--- config.mk ---
export PLATFORM = sky130hd
export DESIGN_NAME = button_conditioner
export DESIGN_NICKNAME = d
export VERILOG_FILES = /design/src/rtl/button_conditioner.sv
export SDC_FILE = /design/constraint.sdc
export NUM_CORES = 1
export LEC_CHECK = 0
export BUFFER_PORTS_ARGS = -buffer_cell sky130_fd_sc_hd__buf_4
export CORE_MARGIN = 2
export CORE_UTILIZATION = 58
export DETAILED_ROUTE_END_ITERATION = 8
export GPL_ROUTABILITY_DRIVEN = 0
export PLACE_DENSITY_LB_ADDON = 0.1
export REMOVE_ABC_BUFFERS = 1
export SYNTH_ARGS = -nofsm -noshare
export SYNTH_HDL_FRONTEND = slang
export SYNTH_SLANG_ARGS = --single-unit
--- constraint.sdc ---
create_clock -name clk -period 4.4 [get_ports clk]
set_input_delay 0.22 -clock clk [delete_from_list [all_inputs] [get_ports clk]]
set_output_delay 0.22 -clock clk [all_outputs]
set_load 0.02 [all_outputs]
--- src/rtl/button_conditioner.sv ---
// rtl/button_conditioner.sv - push-button synchroniser, debouncer, edge strobes, press counter and auto-repeat
module button_conditioner #(
  parameter int   DEBOUNCE_CYCLES = 4,
  parameter int   REPEAT_DELAY    = 16,
  parameter int   REPEAT_PERIOD   = 4,
  parameter logic RST_LEVEL       = 1'b1
) (
  input  logic       clk,
  input  logic       rst,
  input  logic       button_raw,
  output logic       button,
  output logic       press_pulse,
  output logic       release_pulse,
  output logic       repeat_pulse,
  output logic [7:0] press_count
);

  // Debounce counter only needs to reach DEBOUNCE_CYCLES-1.
  localparam int DW = (DEBOUNCE_CYCLES > 1) ? $clog2(DEBOUNCE_CYCLES) : 1;
  localparam logic [DW-1:0] DCNT_LAST = DW'(DEBOUNCE_CYCLES - 1);

  // Repeat counter must hold the larger of delay and period.
  localparam int RMAX = (REPEAT_DELAY > REPEAT_PERIOD) ? REPEAT_DELAY : REPEAT_PERIOD;
  localparam int RW   = $clog2(RMAX + 1);
  localparam logic [RW-1:0] RDLY = RW'(REPEAT_DELAY);
  localparam logic [RW-1:0] RPER = RW'(REPEAT_PERIOD);
  localparam logic [RW-1:0] RONE = RW'(1);

  typedef enum logic [1:0] {
    IDLE  = 2'd0,
    DELAY = 2'd1,
    RPT   = 2'd2
  } state_t;

  logic          sync1;
  logic          sync2;
  logic [DW-1:0] dcnt;
  logic          differs;
  logic          accept;
  logic          rise;
  logic          fall;
  state_t        state;
  logic [RW-1:0] rcnt;

  // Two-flop synchroniser for the asynchronous raw level.
  always_ff @(posedge clk) begin
    if (rst) begin
      sync1 <= RST_LEVEL;
      sync2 <= RST_LEVEL;
    end else begin
      sync1 <= button_raw;
      sync2 <= sync1;
    end
  end

  // A change is accepted on the edge that completes DEBOUNCE_CYCLES consecutive differing samples.
  always_comb begin
    differs = (sync2 != button);
    accept  = differs && (dcnt == DCNT_LAST);
    rise    = accept && sync2;
    fall    = accept && !sync2;
  end

  // Debouncer: any sample agreeing with the stable level restarts the count.
  always_ff @(posedge clk) begin
    if (rst) begin
      button <= RST_LEVEL;
      dcnt   <= '0;
    end else if (!differs) begin
      dcnt   <= '0;
    end else if (accept) begin
      button <= sync2;
      dcnt   <= '0;
    end else begin
      dcnt   <= dcnt + 1'b1;
    end
  end

  // Registered press/release strobes and the wrapping press counter.
  always_ff @(posedge clk) begin
    if (rst) begin
      press_pulse   <= 1'b0;
      release_pulse <= 1'b0;
      press_count   <= 8'd0;
    end else begin
      press_pulse   <= rise;
      release_pulse <= fall;
      if (rise) begin
        press_count <= press_count + 8'd1;
      end
    end
  end

  // Auto-repeat FSM: armed only by an accepted press, a release always wins over a due repeat.
  always_ff @(posedge clk) begin
    if (rst) begin
      state        <= IDLE;
      rcnt         <= '0;
      repeat_pulse <= 1'b0;
    end else begin
      repeat_pulse <= 1'b0;
      case (state)
        IDLE: begin
          if (rise && (REPEAT_DELAY != 0)) begin
            state <= DELAY;
            rcnt  <= RONE;
          end
        end
        DELAY: begin
          if (fall) begin
            state <= IDLE;
            rcnt  <= '0;
          end else if (rcnt == RDLY) begin
            repeat_pulse <= 1'b1;
            state        <= RPT;
            rcnt         <= RONE;
          end else begin
            rcnt <= rcnt + RONE;
          end
        end
        RPT: begin
          if (fall) begin
            state <= IDLE;
            rcnt  <= '0;
          end else if (rcnt == RPER) begin
            repeat_pulse <= 1'b1;
            rcnt         <= RONE;
          end else begin
            rcnt <= rcnt + RONE;
          end
        end
        default: begin
          state <= IDLE;
          rcnt  <= '0;
        end
      endcase
    end
  end

endmodule
After elaboration in Yosys (flattened, before gate mapping)
Index checks and enable logic that the tools add are counted.
{"block": "totals", "register_bits": 23, "inputBits": 3, "output_inout_bits": 12, "elab_cells": 47}
{"block": "classes", "add_sub_neg": 3, "eq_ne": 9, "n_mux": 16, "n_bitwise": 1, "n_reduce_logical": 8}
{"operator": "2-to-1 mux 5 bit", "n": 5}
{"operator": "case mux 5 bit (3 select lines)", "n": 1}
{"operator": "adder 8 x 1 -> 8 bit (second input constant)", "n": 1}
{"operator": "2-to-1 mux 2 bit", "n": 4}
{"operator": "case mux 2 bit (3 select lines)", "n": 1}
{"operator": "adder 5 x 1 -> 5 bit (second input constant)", "n": 1}
{"operator": "== test 5 x 3 -> 1 bit (second input constant)", "n": 1}
{"operator": "== test 5 bit (second input constant)", "n": 1}
{"operator": "== test 2 bit (second input constant)", "n": 2}
{"operator": "2-to-1 mux 1 bit", "n": 4}
{"operator": "inequality test 2 bit (second input constant)", "n": 2}
{"operator": "logical AND 1 bit", "n": 3}
{"operator": "inequality test 3 bit (second input constant)", "n": 1}
{"operator": "AND reduction 3 bit", "n": 1}
{"operator": "OR reduction 3 bit", "n": 1}
{"operator": "adder 2 x 1 -> 2 bit (second input constant)", "n": 1}
{"operator": "== test 2 x 1 -> 1 bit (second input constant)", "n": 1}
{"operator": "logical NOT 2 bit", "n": 1}
{"operator": "case mux 1 bit (2 select lines)", "n": 1}
{"operator": "AND reduction 2 bit", "n": 1}
{"operator": "logical NOT 1 bit", "n": 1}
{"operator": "inequality test 1 bit", "n": 1}
{"operator": "inverter 1 bit", "n": 1}

Logic depth before layout (Yosys ltp)
Gate-level depths: netlist (run 1).
{"block": "logic_depth", "word_depth": 5, "depth_mapped": 6, "ltp_nobuf": 6}

Worst setup path before layout (run 1)
No wires, ideal clock.
{"block": "synth_timing", "path_type": "flip-flop to flip-flop", "startpoint": "reg rcnt[0]", "endpoint": "reg rcnt[0]", "t_arrival_ps": 1377, "required_time_ps": 4270, "path_slack_ps": 2892, "stages_incl_launch_ff": 7, "period_less_slack_ps": 1508, "cell_sequence": "dfxtp_1 inv_1 ha_1 and4bb_2 and3_1 o311ai_1 o31ai_1"}
{"block": "synth_via", "elab_chain_len": 4, "elab_cells_between_ends": 8, "cone_classes": "add/sub: 1; eq/ne: 2; mux: 5"}
{"element": "start, declared", "line": "43", "rtl": "logic [RW-1:0] rcnt;"}
{"element": "start signal, assigned", "line": "118", "rtl": "rcnt <= rcnt + RONE;"}
{"element": "start signal, assigned", "line": "129", "rtl": "rcnt <= rcnt + RONE;"}
{"element": "adder 5 x 1 -> 5 bit (tied with other cells)", "line": "118, 129"}
{"element": "2-to-1 mux 5 bit, on equally long branches", "line": "125, 113"}
{"element": "2-to-1 mux 5 bit, on equally long branches", "line": "122, 110"}
{"element": "case mux 5 bit (3 select lines) (*)", "line": "102", "rtl": "case (state)"}
Mark *: on every way between the ends. The rest lies on a longest branch, timed or not.
A chain may end at the register's enable or synchronous reset.

Final worst setup path (run 1)
{"block": "layout_timing", "startpoint": "reg dcnt[0]", "endpoint": "reg rcnt[3]"}
{"block": "layout_via", "elab_chain_len": 5, "elab_cells_between_ends": 8, "cone_classes": "eq/ne: 2; mux: 3; reduce/logical: 3"}
{"element": "start, declared", "line": "37", "rtl": "logic [DW-1:0] dcnt;"}
{"element": "start signal, assigned", "line": "75", "rtl": "dcnt <= dcnt + 1'b1;"}
{"element": "== test 2 bit (*)", "line": "59", "rtl": "accept = differs && (dcnt == DCNT_LAST);"}
{"element": "logical AND 1 bit (*)", "line": "59"}
{"element": "logical AND 1 bit", "line": "61", "rtl": "fall = accept && !sync2;"}
{"element": "2-to-1 mux 5 bit, on equally long branches", "line": "122, 110"}
{"element": "case mux 5 bit (3 select lines)", "line": "102"}
Marked as above.

==> out/metrics.yaml, run 1 <==
run_status:
  status: "completed"
floorplan:
  die-width_um: 47.77
  start_util_pct: 62.98
  pin_count: 15
  fp.dieArea_um2: 2282
  core_area_um2: 1764
  die_y_um: 47.77
  rows: 15
drt:
  antenna_left: 0
  wirelength_um: 1875
  vias: 878
  drc_errors: 0
  wire_per_inst_um: 11.65
  avgViaCountPerCell: 5.453
  drt_pass1_iterations: 4
  drt_iter0_markers: 24
critical_path:
  worstSetupPathDepth: 5
  r2r_cells: 5
  end_kind: "flop"
  cp_num_buf_inv: 0
  cp_top_family: "simple AND/OR/NAND/NOR gates"
  path_class: "reg -> reg"
  rr_endpoint: "rcnt[3]"
  critPathMaxFanout: 7
  slowest_stage: "a311oi_1"
  reg2reg_slack_ns: 2.74
  cp.required_ns: 4.59
  crit_chain: "ha_1, and3b_1, nor4b_4, a311oi_1, nor2_1"
  worst_path_largest_cell_delay_ns: 0.41
  crit_arrival_ns: 1.85
  r2r_start: "dcnt[0]"
  start_kind: "flop"
clocking:
  hold_buffers: 0
  cts-resized-gates: 0
  cts_tree: "yes"
  post_cts_buffers: 0
  cts.sinks: 23
  cts_buffer_depth: 2
  numCtsBuffers: 3
  clk_pin_slew_ns: 0.12
  insertion_delay_ns: 0.31
  cts_root_buf: "clkbuf_4"
  ctsHtreeMaxLevel: 1
cells_and_area:
  multiInputGateArea_um2: 596.8
  post-route-util_pct: 70.85
  fillers: 144
  final_nets: 148
  register_area_um2: 460.4
  antennaDiodeCount: 0
  drive_gt1_share_pct: 15.44
  area_delta_synth_final_pct: 12.50
timing:
  final-max-slew-violation-count: 0
  hold_violations: 0
  fin_setup_tns_ns: 0
  slew_headroom_pct: 71.74
  min_period_over_period_pct: 37.70
  max_freq_mhz: 602.8
  period_needed_ns: 1.659
  grt_setup_unrepaired: "false"
  clock_skew_ns: 0.004845
  tightest_slew_ns: 0.4211
  setup_viol: 0
grt:
  grt_start_max_net_pins: 22
  grt_pass1_vias: 735
  grt_antenna_before_repair: 0
  grt_overflow: 0
  grt_pass1_wl_um: 2939
  grt_util_all_layers_pct: 18.61
yosys:
  ys_warn_count: 0
  yosys-top-cells-area: "dfxtp_1 (41%), ha_1 (9.0%), nor2_1 (6.1%), xnor2_1 (4.7%), xor2_1 (3.2%)"
  yosysSeqAreaShare_pct: 41.44
  synth_cell_types: 34
  synth_seq_cells: 23
  synth.cell_area_um2: 1111
  synthCells: 122
  synth.top_cell.area_share_pct: 41.44
  synth_area_per_cell_um2: 9.107
  yosysTopAreaCell: "dfxtp_1"
power:
  ir_drop_mv: 0.1961
  p_leak_nw: 0.4989
  power.density_nw_per_um2: 279.7
min_path:
  holdPathEnd: "sync1"
  min-delay-start: "button_raw"
  hold_depth: 2
  hp-class: "in -> reg"
placement:
  port_buffers: 14
  place.detailed.hpwl_um: 1379
run:
  drv_cap: 0
==> routing by layer <==
layer	wire length [um]	up-vias	share of wire, %	global-route usage, %
met5	0	-	0	0
met1	882	400	47	22.33
li1	-	453	-	-
met4	21	0	1.1	4.865
met3	79	4	4.2	6.792
met2	892	21	48	31.47
==> cell families (layout without fill, tap and decap cells) <==
logic type / count (synthesis) / in the layout / share of synthesized area [%]
buffers and inverters: 12 / 26 / 4.842
xor gates and xnor gates: 10 / 10 / 7.883
adders and majority gates: 8 / 8 / 9.009
AOI/OAI and AO/OA: 18 / 18 / 11.26
DFF: 23 / 23 / 41.44
and+or+nand+nor: 51 / 51 / 25.56
==> through the flow <==
step / setup WS [ns] / cell area [um2] / cells / hold WS [ns] / power (mW)
6_report: 2.741 / 1250 / 161 / 0.08388 / 0.3496
5_1_grt: 2.567 / 1250 / 161 / 0.07028 / 0.3658
4_1_cts: 2.739 / 1250 / 161 / 0.07698 / 0.3531
3_5_place_dp: 2.760 / 1224 / 157 / 0.3938 / 0.2590
3_3_place_gp: 2.790 / 1224 / 157 / 0.3917 / 0.2581
2_1_floorplan: 2.892 / 1087 / 118 / 0.2891 / 0.2486
==> final cells by class <==
class,instances,area share (%)
multi-input combinational,87,47.75
sequential,23,36.84
timing repair buffer,14,8.408
tap,25,2.503
inverter,8,2.402
clock buffer,4,2.102
==> worst max-delay path by stage <==
stage,slack (ns),from,endpoint
after floorplan,2.89,rcnt[0],rcnt[0]
after global placement,2.79,rcnt[0],rcnt[0]
after detailed placement,2.76,dcnt[0],rcnt[3]
after CTS,2.74,dcnt[0],rcnt[3]
after global routing,2.57,dcnt[0],rcnt[4]
final,2.74,dcnt[0],rcnt[3]
==> where the power goes <==
part,internal [mW],switching [mW]
Combinational,0.0154,0.0229
Clock,0.0354,0.0595
Sequential,0.213,0.00388
==> cell usage in the layout, fill, tap and decap left out <==
| cell | synthesis | final |
|---|---|---|
| inv_1 | 8 | 8 |
| xnor2_1 | 6 | 6 |
| a32o_1 | 1 | 1 |
| nand3_1 | 3 | 3 |
| o41ai_1 | 1 | 1 |
| nand3b_1 | 2 | 2 |
| nor2_1 | 18 | 18 |
| buf_4 | 0 | 14 |
| a31o_1 | 1 | 1 |
| ha_1 | 8 | 8 |
| a311oi_1 | 2 | 2 |
| and4bb_2 | 1 | 1 |
| o31ai_1 | 2 | 2 |
| nand2_1 | 7 | 7 |
| or2_2 | 2 | 2 |
| a21oi_1 | 4 | 4 |
| or3_1 | 2 | 2 |
| clkbuf_4 | 0 | 3 |
| a31oi_1 | 1 | 1 |
| clkbuf_1 | 2 | 1 |
| nor4b_4 | 1 | 1 |
| nor3b_1 | 1 | 1 |
| o22ai_1 | 1 | 1 |
| nand4_1 | 3 | 3 |
| o21ai_0 | 3 | 3 |
| xor2_1 | 4 | 4 |
| and3_1 | 2 | 2 |
| nand4bb_1 | 1 | 1 |
| a211o_1 | 1 | 1 |
| nor2b_1 | 1 | 1 |
| nor3_1 | 5 | 5 |
| dfxtp_1 | 23 | 23 |
| and3b_1 | 2 | 2 |
| o311ai_1 | 1 | 1 |
==> cell usage after synthesis <==
cell and number:
a211o_1 1, a21oi_1 4, a311oi_1 2, a31o_1 1
a31oi_1 1, a32o_1 1, and3_1 2, and3b_1 2
and4bb_2 1, buf_2 1, buf_6 1, clkbuf_1 2
dfxtp_1 23, ha_1 8, inv_1 8, nand2_1 7
nand3_1 3, nand3b_1 2, nand4_1 3, nand4bb_1 1
nor2_1 18, nor2b_1 1, nor3_1 5, nor3b_1 1
nor4b_4 1, o21ai_0 3, o22ai_1 1, o311ai_1 1
o31ai_1 2, o41ai_1 1, or2_2 2, or3_1 2
xnor2_1 6, xor2_1 4
==> flip-flops by register name (all words and copies together) (netlist names) <==
register and cells:
repeat_pulse 1, press_count 8, release_pulse 1, dcnt 2, button 1, rcnt 5
sync1 1, state 2, press_pulse 1, sync2 1
No activity file was read; power rests on OpenSTA's default activity.
==> run 2, diff against run 1 <==
--- a/config.mk
+++ b/config.mk
@@ -5,9 +5,10 @@
 export SDC_FILE = /design/constraint.sdc
 export NUM_CORES = 1
 export LEC_CHECK = 0
+export ABC_AREA = 1
 export BUFFER_PORTS_ARGS = -buffer_cell sky130_fd_sc_hd__buf_4
 export CORE_MARGIN = 2
-export CORE_UTILIZATION = 58
+export CORE_UTILIZATION = 55
 export DETAILED_ROUTE_END_ITERATION = 8
 export GPL_ROUTABILITY_DRIVEN = 0
 export PLACE_DENSITY_LB_ADDON = 0.1
==> constraint.sdc (replaced) <==
create_clock -name clk -period 1.7 [get_ports clk]
set_input_delay 0.085 -clock clk [delete_from_list [all_inputs] [get_ports clk]]
set_output_delay 0.085 -clock clk [all_outputs]
set_load 0.02 [all_outputs]
==> out/metrics.yaml, run 2 <==
timing:
  min_period_over_period_pct: 81.83  # +44 points
  fin_setup_tns_ns: 0  # unchanged
  hold_violations: 0  # unchanged
  slew_headroom_pct: 81.54  # +9.8 points
  max_freq_mhz: 718.8  # +19%
  final-max-slew-violation-count: 0  # unchanged
  clock_skew_ns: 0.005296  # +0.0004504 ns
  period_needed_ns: 1.391  # -0.2678 ns
  grt_setup_unrepaired: "false"
  setup_viol: 0  # unchanged
  tightest_slew_ns: 0.2748  # -0.1463 ns
power:
  finalPower_uw: 821.3  # +130%
  p_clk_share_pct: 31.2  # +4.1 points
  ir_drop_mv: 0.5990  # +210%
  power.switching_uw: 182.6  # +110%
  power.density_nw_per_um2: 616.9  # +120%
  p_leak_nw: 0.5865  # +18%
  comb_power_share_pct: 2.6  # -8.3 points
  seqPwrFrac_pct: 66.2  # +4.3 points
  switching_share_pct: 22.24  # -2.4 points
  p_int_uw: 638.7  # +140%
yosys:
  synthTopCellsByCount: "nand2_1 (30), dfxtp_1 (23), inv_1 (21), nor2_1 (16), a21oi_1 (10)"
  synth_seq_cells: 23  # unchanged
  yosys-top-cells-area: "dfxtp_1 (40%), nand2_1 (9.7%), ha_1 (8.6%), inv_1 (6.8%), nor2_1 (5.2%)"
  yosysSeqAreaShare_pct: 39.74  # -1.7 points
  synthArstFlopShare_pct: 0  # unchanged
  synth_ff_type: "dfxtp_1"
  synth.cell_area_um2: 1159  # +4.3%
  ys_warn_count: 0  # unchanged
  yosysMostFrequentCell: "nand2_1"
  synthCells: 154  # +26%
  yosysTopAreaCell: "dfxtp_1"
  synth.top_cell.area_share_pct: 39.74  # -1.7 points
  synth_cell_types: 26  # -24%
  synth_edf_count: 0  # unchanged
  synth_area_per_cell_um2: 7.523  # -17%
clocking:
  numCtsBuffers: 3  # unchanged
  cts_root_buf: "clkbuf_4"
  insertion_delay_ns: 0.31  # about the same
  cts-resized-gates: 0  # unchanged
  hold_buffers: 1  # +1
  cts.sinks: 23  # unchanged
  post_cts_buffers: 0  # unchanged
  ctsHtreeMaxLevel: 1  # unchanged
  clk_pin_slew_ns: 0.13  # about the same
  cts_tree: "yes"
  cts_buffer_depth: 2  # unchanged
floorplan:
  pin_count: 15  # unchanged
  die_y_um: 49.90  # +4.5%
  die-width_um: 49.90  # +4.5%
  core_area_um2: 1982  # +12%
  start_util_pct: 58.46  # -4.5 points
  rows: 16  # +1
  fp.dieArea_um2: 2490  # +9.1%
cells_and_area:
  top_register: "press_count"
  final_cell_mix: "nand2_1 (30), dfxtp_1 (23), inv_1 (21), nor2_1 (16), buf_4 (14)"
  final_nets: 184  # +24%
  fillers: 189  # +31%
  largest_reg_flops: 8  # unchanged
  final_common_cell: "nand2_1"
  drive_gt1_share_pct: 20.93  # +5.5 points
  area_delta_synth_final_pct: 14.90
  top_regs: "press_count (8), rcnt (5)"
  antennaDiodeCount: 0  # unchanged
  instances_no_fill: 199  # +24%
drt:
  drt_pass1_iterations: 5  # +1
  avgViaCountPerCell: 4.945  # -9.3%
  wire_per_inst_um: 10.27  # -12%
  drt_iter0_markers: 7  # -71%
  drc_errors: 0  # unchanged
  vias: 984  # +12%
  wirelength_um: 2043  # +9.0%
  antenna_left: 0  # unchanged
grt:
  grt_pass1_wl_um: 3705  # +26%
  grt_start_max_net_pins: 15  # -32%
  grt_overflow: 0  # unchanged
  grt_antenna_before_repair: 0  # unchanged
  grt_util_all_layers_pct: 18.91  # +0.30 points
  grt_pass1_vias: 889  # +21%
critical_path:
  cp.required_ns: 1.92  # -2.67 ns
  path_class: "reg -> reg"
  start_kind: "flop"
  crit_arrival_ns: 1.61  # -0.24 ns
  critPathMaxFanout: 6  # -1
  end_kind: "flop"
  r2r_cells: 10  # +5
min_path:
  hold_depth: 2  # unchanged
  hp-class: "in -> reg"
run_status:
  status: "completed"
placement:
  dp_cells: 194  # +24%
  place.detailed.hpwl_um: 1626  # +18%
  port_buffers: 14  # unchanged
run:
  drv_cap: 0  # unchanged
==> run 2: path summary, 6_finish.rpt <==
kind | start | endpoint | slack, ns
max reg2reg | rcnt[0] | state[1] | 0.31
max | rcnt[0] | state[1] | 0.31
min | rst | press_count[7] | 0.03
min reg2reg | sync1 | sync2 | 0.43
==> run 2: metal layers <==
metal  track usage (%)  share of wire (%)
met5                 0                  0
met4             4.167               0.49
met3             2.727                2.4
met2             30.89                 47
met1             26.38                 50
==> run 2: cell families (layout without fill, tap and decap cells) <==
kind of cell | Yosys count | count (layout) | synth area share [%]
simple gates | 75 | 75 | 32.29
buf+inv | 27 | 45 | 8.963
flops | 23 | 23 | 39.74
compound gates | 19 | 19 | 8.855
fa+ha+maj | 8 | 8 | 8.640
xor+xnor | 2 | 2 | 1.512
==> run 2: cell type report <==
| type | instances | area, um2 | area share (%) |
|---|---|---|---|
| Multi-Input combinational cell | 104 | 594.3 | 44.64 |
| Sequential cell | 23 | 460.4 | 34.59 |
| Timing Repair Buffer | 15 | 115.1 | 8.647 |
| Tap cell | 27 | 33.78 | 2.538 |
| Clock inverter | 1 | 5.005 | 0.3759 |
| Clock buffer | 3 | 22.52 | 1.692 |
| Inverter | 26 | 100.1 | 7.519 |
==> run 2: power by group through the flow <==
stage / Sequential [mW] / Combinational, mW / Clock (mW)
final: 0.544 / 0.0215 / 0.256
after global routing: 0.545 / 0.0253 / 0.285
after CTS: 0.544 / 0.0219 / 0.266
after detailed placement: 0.556 / 0.0201 / 0
after global placement: 0.556 / 0.0197 / 0
after floorplan: 0.556 / 0.00949 / 0
==> run 2: critical path, stage by stage, from the launching register on <==
cell     delay (ns)
dfxtp_1        0.44
inv_1          0.07
ha_1           0.21
nand2_1        0.07
inv_1          0.04
nand2_1        0.11
nand2_2        0.08
nand3_2        0.07
inv_1          0.05
nor2_1         0.09
nor2_1         0.06
==> run 2: through the flow <==
stage	utilization [%]	setup WS, ns	hold slack [ns]	cell area, um2
after floorplan	-	0.4238	0.1541	1155
after global placement	65.28	0.3823	0.2797	1294
after detailed placement	65.28	0.3443	0.2805	1294
after CTS	67.17	0.3237	0.02837	1331
after global routing	67.17	0.1774	0.04754	1331
final	67.17	0.3088	0.03169	1331
==> run 3, diff against run 2 <==
--- a/config.mk
+++ b/config.mk
@@ -8,7 +8,7 @@
 export ABC_AREA = 1
 export BUFFER_PORTS_ARGS = -buffer_cell sky130_fd_sc_hd__buf_4
 export CORE_MARGIN = 2
-export CORE_UTILIZATION = 55
+export CORE_UTILIZATION = 50
 export DETAILED_ROUTE_END_ITERATION = 8
 export GPL_ROUTABILITY_DRIVEN = 0
 export PLACE_DENSITY_LB_ADDON = 0.1
==> constraint.sdc (replaced) <==
create_clock -name clk -period 1.16 [get_ports clk]
set_input_delay 0.058 -clock clk [delete_from_list [all_inputs] [get_ports clk]]
set_output_delay 0.058 -clock clk [all_outputs]
set_load 0.02 [all_outputs]
==> out/metrics.yaml, run 3 (synthesis results as in run 2) <==
critical_path:
  crit_chain: "ha_4, nand3_2, nand2_2, inv_2, nand2_4, nand2_4, nand3_1, a21oi_2"
  path_class: "reg -> reg"
  startpoint: "dcnt[0]"
  start_kind: "flop"
  r2r_start: "dcnt[0]"
  reg2reg_slack_ns: -0.09  # -0.40 ns
  cp.required_ns: 1.42  # -0.50 ns
  end_kind: "flop"
  worst_path_largest_cell_delay_ns: 0.38  # -0.06 ns
  rr_endpoint: "rcnt[2]"
  critPathMaxFanout: 4  # -2
  cp_common_cell: "nand2_4"
  slowest_stage: "dfxtp_4"
  crit_arrival_ns: 1.52  # -0.09 ns
  cp-endpoint: "rcnt[2]"
  r2r_cells: 8  # -2
cells_and_area:
  largest_reg_flops: 8  # unchanged
  top_register: "press_count"
  area_delta_synth_final_pct: 38.12
  fillers: 168  # -11%
  top_regs: "press_count (8), rcnt (5)"
  antennaDiodeCount: 0  # unchanged
  final_nets: 198  # +7.6%
  drive_gt1_share_pct: 46.24  # +25 points
  register_area_um2: 475.5  # +3.3%
  final_cell_mix: "nand2_1 (28), buf_4 (25), inv_1 (16), nor2_1 (15), dfxtp_1 (13)"
  final_common_cell: "nand2_1"
  multiInputGateArea_um2: 730.7  # +23%
drt:
  avgViaCountPerCell: 4.925  # -0.39%
  vias: 1054  # +7.1%
  wire_per_inst_um: 12.87  # +25%
  wirelength_um: 2754  # +35%
  antenna_left: 0  # unchanged
  drt_iter0_markers: 19  # +12
  drc_errors: 0  # unchanged
  drt_pass1_iterations: 4  # -1
run:
  drv_cap: 0  # unchanged
timing:
  finalWorstSetupSlack_ns: -0.09174  # -0.4006 ns
  tightest_slew_ns: 0.2886  # +0.01374 ns
  min_period_over_period_pct: 107.9  # +26 points
  setup_viol: 10  # +10
  final-max-slew-violation-count: 0  # unchanged
  hold_violations: 0  # unchanged
  period_needed_ns: 1.252  # -0.1394 ns
  grt_setup_unrepaired: "true"
  hold_ws_ns: 0.4237  # +0.3920 ns
  slew_headroom_pct: 80.74  # -0.80 points
  max_freq_mhz: 798.9  # +11%
  clock_skew_ns: 0.002202  # -0.003094 ns
grt:
  grt_util_all_layers_pct: 21.46  # +2.5 points
  grt_pass1_vias: 979  # +10%
  grt_antenna_before_repair: 0  # unchanged
  grt_start_max_net_pins: 13  # -2
  grt_pass1_wl_um: 4222  # +14%
  grt_overflow: 0  # unchanged
clocking:
  numCtsBuffers: 3  # unchanged
  ctsHtreeMaxLevel: 1  # unchanged
  clk_pin_slew_ns: 0.12  # about the same
  cts_buffer_depth: 2  # unchanged
  cts.sinks: 23  # unchanged
  insertion_delay_ns: 0.32  # about the same
  cts_root_buf: "clkbuf_4"
  cts_tree: "yes"
floorplan:
  die-width_um: 52.14  # +4.5%
  die_y_um: 52.14  # +4.5%
  fp.dieArea_um2: 2718  # +9.2%
  rows: 17  # +1
  start_util_pct: 52.88  # -5.6 points
  pin_count: 15  # unchanged
  core_area_um2: 2191  # +11%
power:
  ir_drop_mv: 0.7635  # +27%
  finalPower_mw: 1.215  # +48%
  power.density_nw_per_um2: 759.5  # +23%
  p_leak_nw: 0.6560  # +12%
min_path:
  hp-class: "reg -> reg"
run_status:
  failed_checks: "negative setup slack"
  status: "finished with violations"
placement:
  place.detailed.hpwl_um: 1718  # +5.7%
  port_buffers: 14  # unchanged
## run 3: what timing repair did
action / CTS / global route
cloned: 0 / 0
hold buffers: 2 / 0
setup buffers: 1 / 3
pin swaps: 3 / 7
hold endpoints to repair: 5 / 0
endpoints found under the setup margin: 16 / 14
gates resized for setup: 16 / 36
## run 3: cell type report
cell class              instances  area share, %
repair buffers                 29          14.39
multi-input cells             104          45.66
flip-flops and latches         23          29.71
clock buffers                   4          1.642
well taps                      28          2.189
inverters                      26          6.411
## run 3: where the power goes
part	leakage, nW	switching, mW	total [mW]	internal [mW]
Clock	0.0150	0.241	0.376	0.135
Combinational	0.451	0.0252	0.0440	0.0188
Sequential	0.190	0.00376	0.796	0.792
Total	0.656	0.270	1.22	0.945
## run 3: how the worst min path moves through the flow
| stage | startpoint | end | depth (start not counted) |
|---|---|---|---|
| finish | sync1 | sync2 | 1 |
| global route | sync1 | sync2 | 1 |
| CTS | sync1 | sync2 | 1 |
| detailed placement | button_raw | sync1 | 2 |
| global placement | button_raw | sync1 | 2 |
| floorplan | rst | press_count[7] | 1 |
## run 3: per-layer routing
metal	GRT usage, %	wire, um	up-vias
met5	0	0	-
met4	10.26	82	0
met3	4.023	95	7
met2	36.71	1385	18
met1	25.72	1191	480
li1	-	-	549
## run 3: critical path, delay by kind of cell (launching register included)
family	cells	cell delay, ns
simple gates	5	0.42
flops	1	0.38
fa+ha+maj	1	0.17
compound gates	1	0.12
buf+inv	1	0.09
## run 3: through the flow
step | setup WS [ns] | cells | instance area, um2 | utilization (%) | TNS [ns]
2_1_floorplan | -0.1162 | 153 | 1155 | - | -0.3730
3_3_place_gp | -0.09420 | 204 | 1363 | 62.19 | -0.7161
3_5_place_dp | -0.1669 | 204 | 1363 | 62.19 | -1.554
4_1_cts | -0.04611 | 211 | 1454 | 66.36 | -0.3198
5_1_grt | -0.1636 | 214 | 1600 | 73.04 | -1.395
6_report | -0.09174 | 214 | 1600 | 73.04 | -0.6159
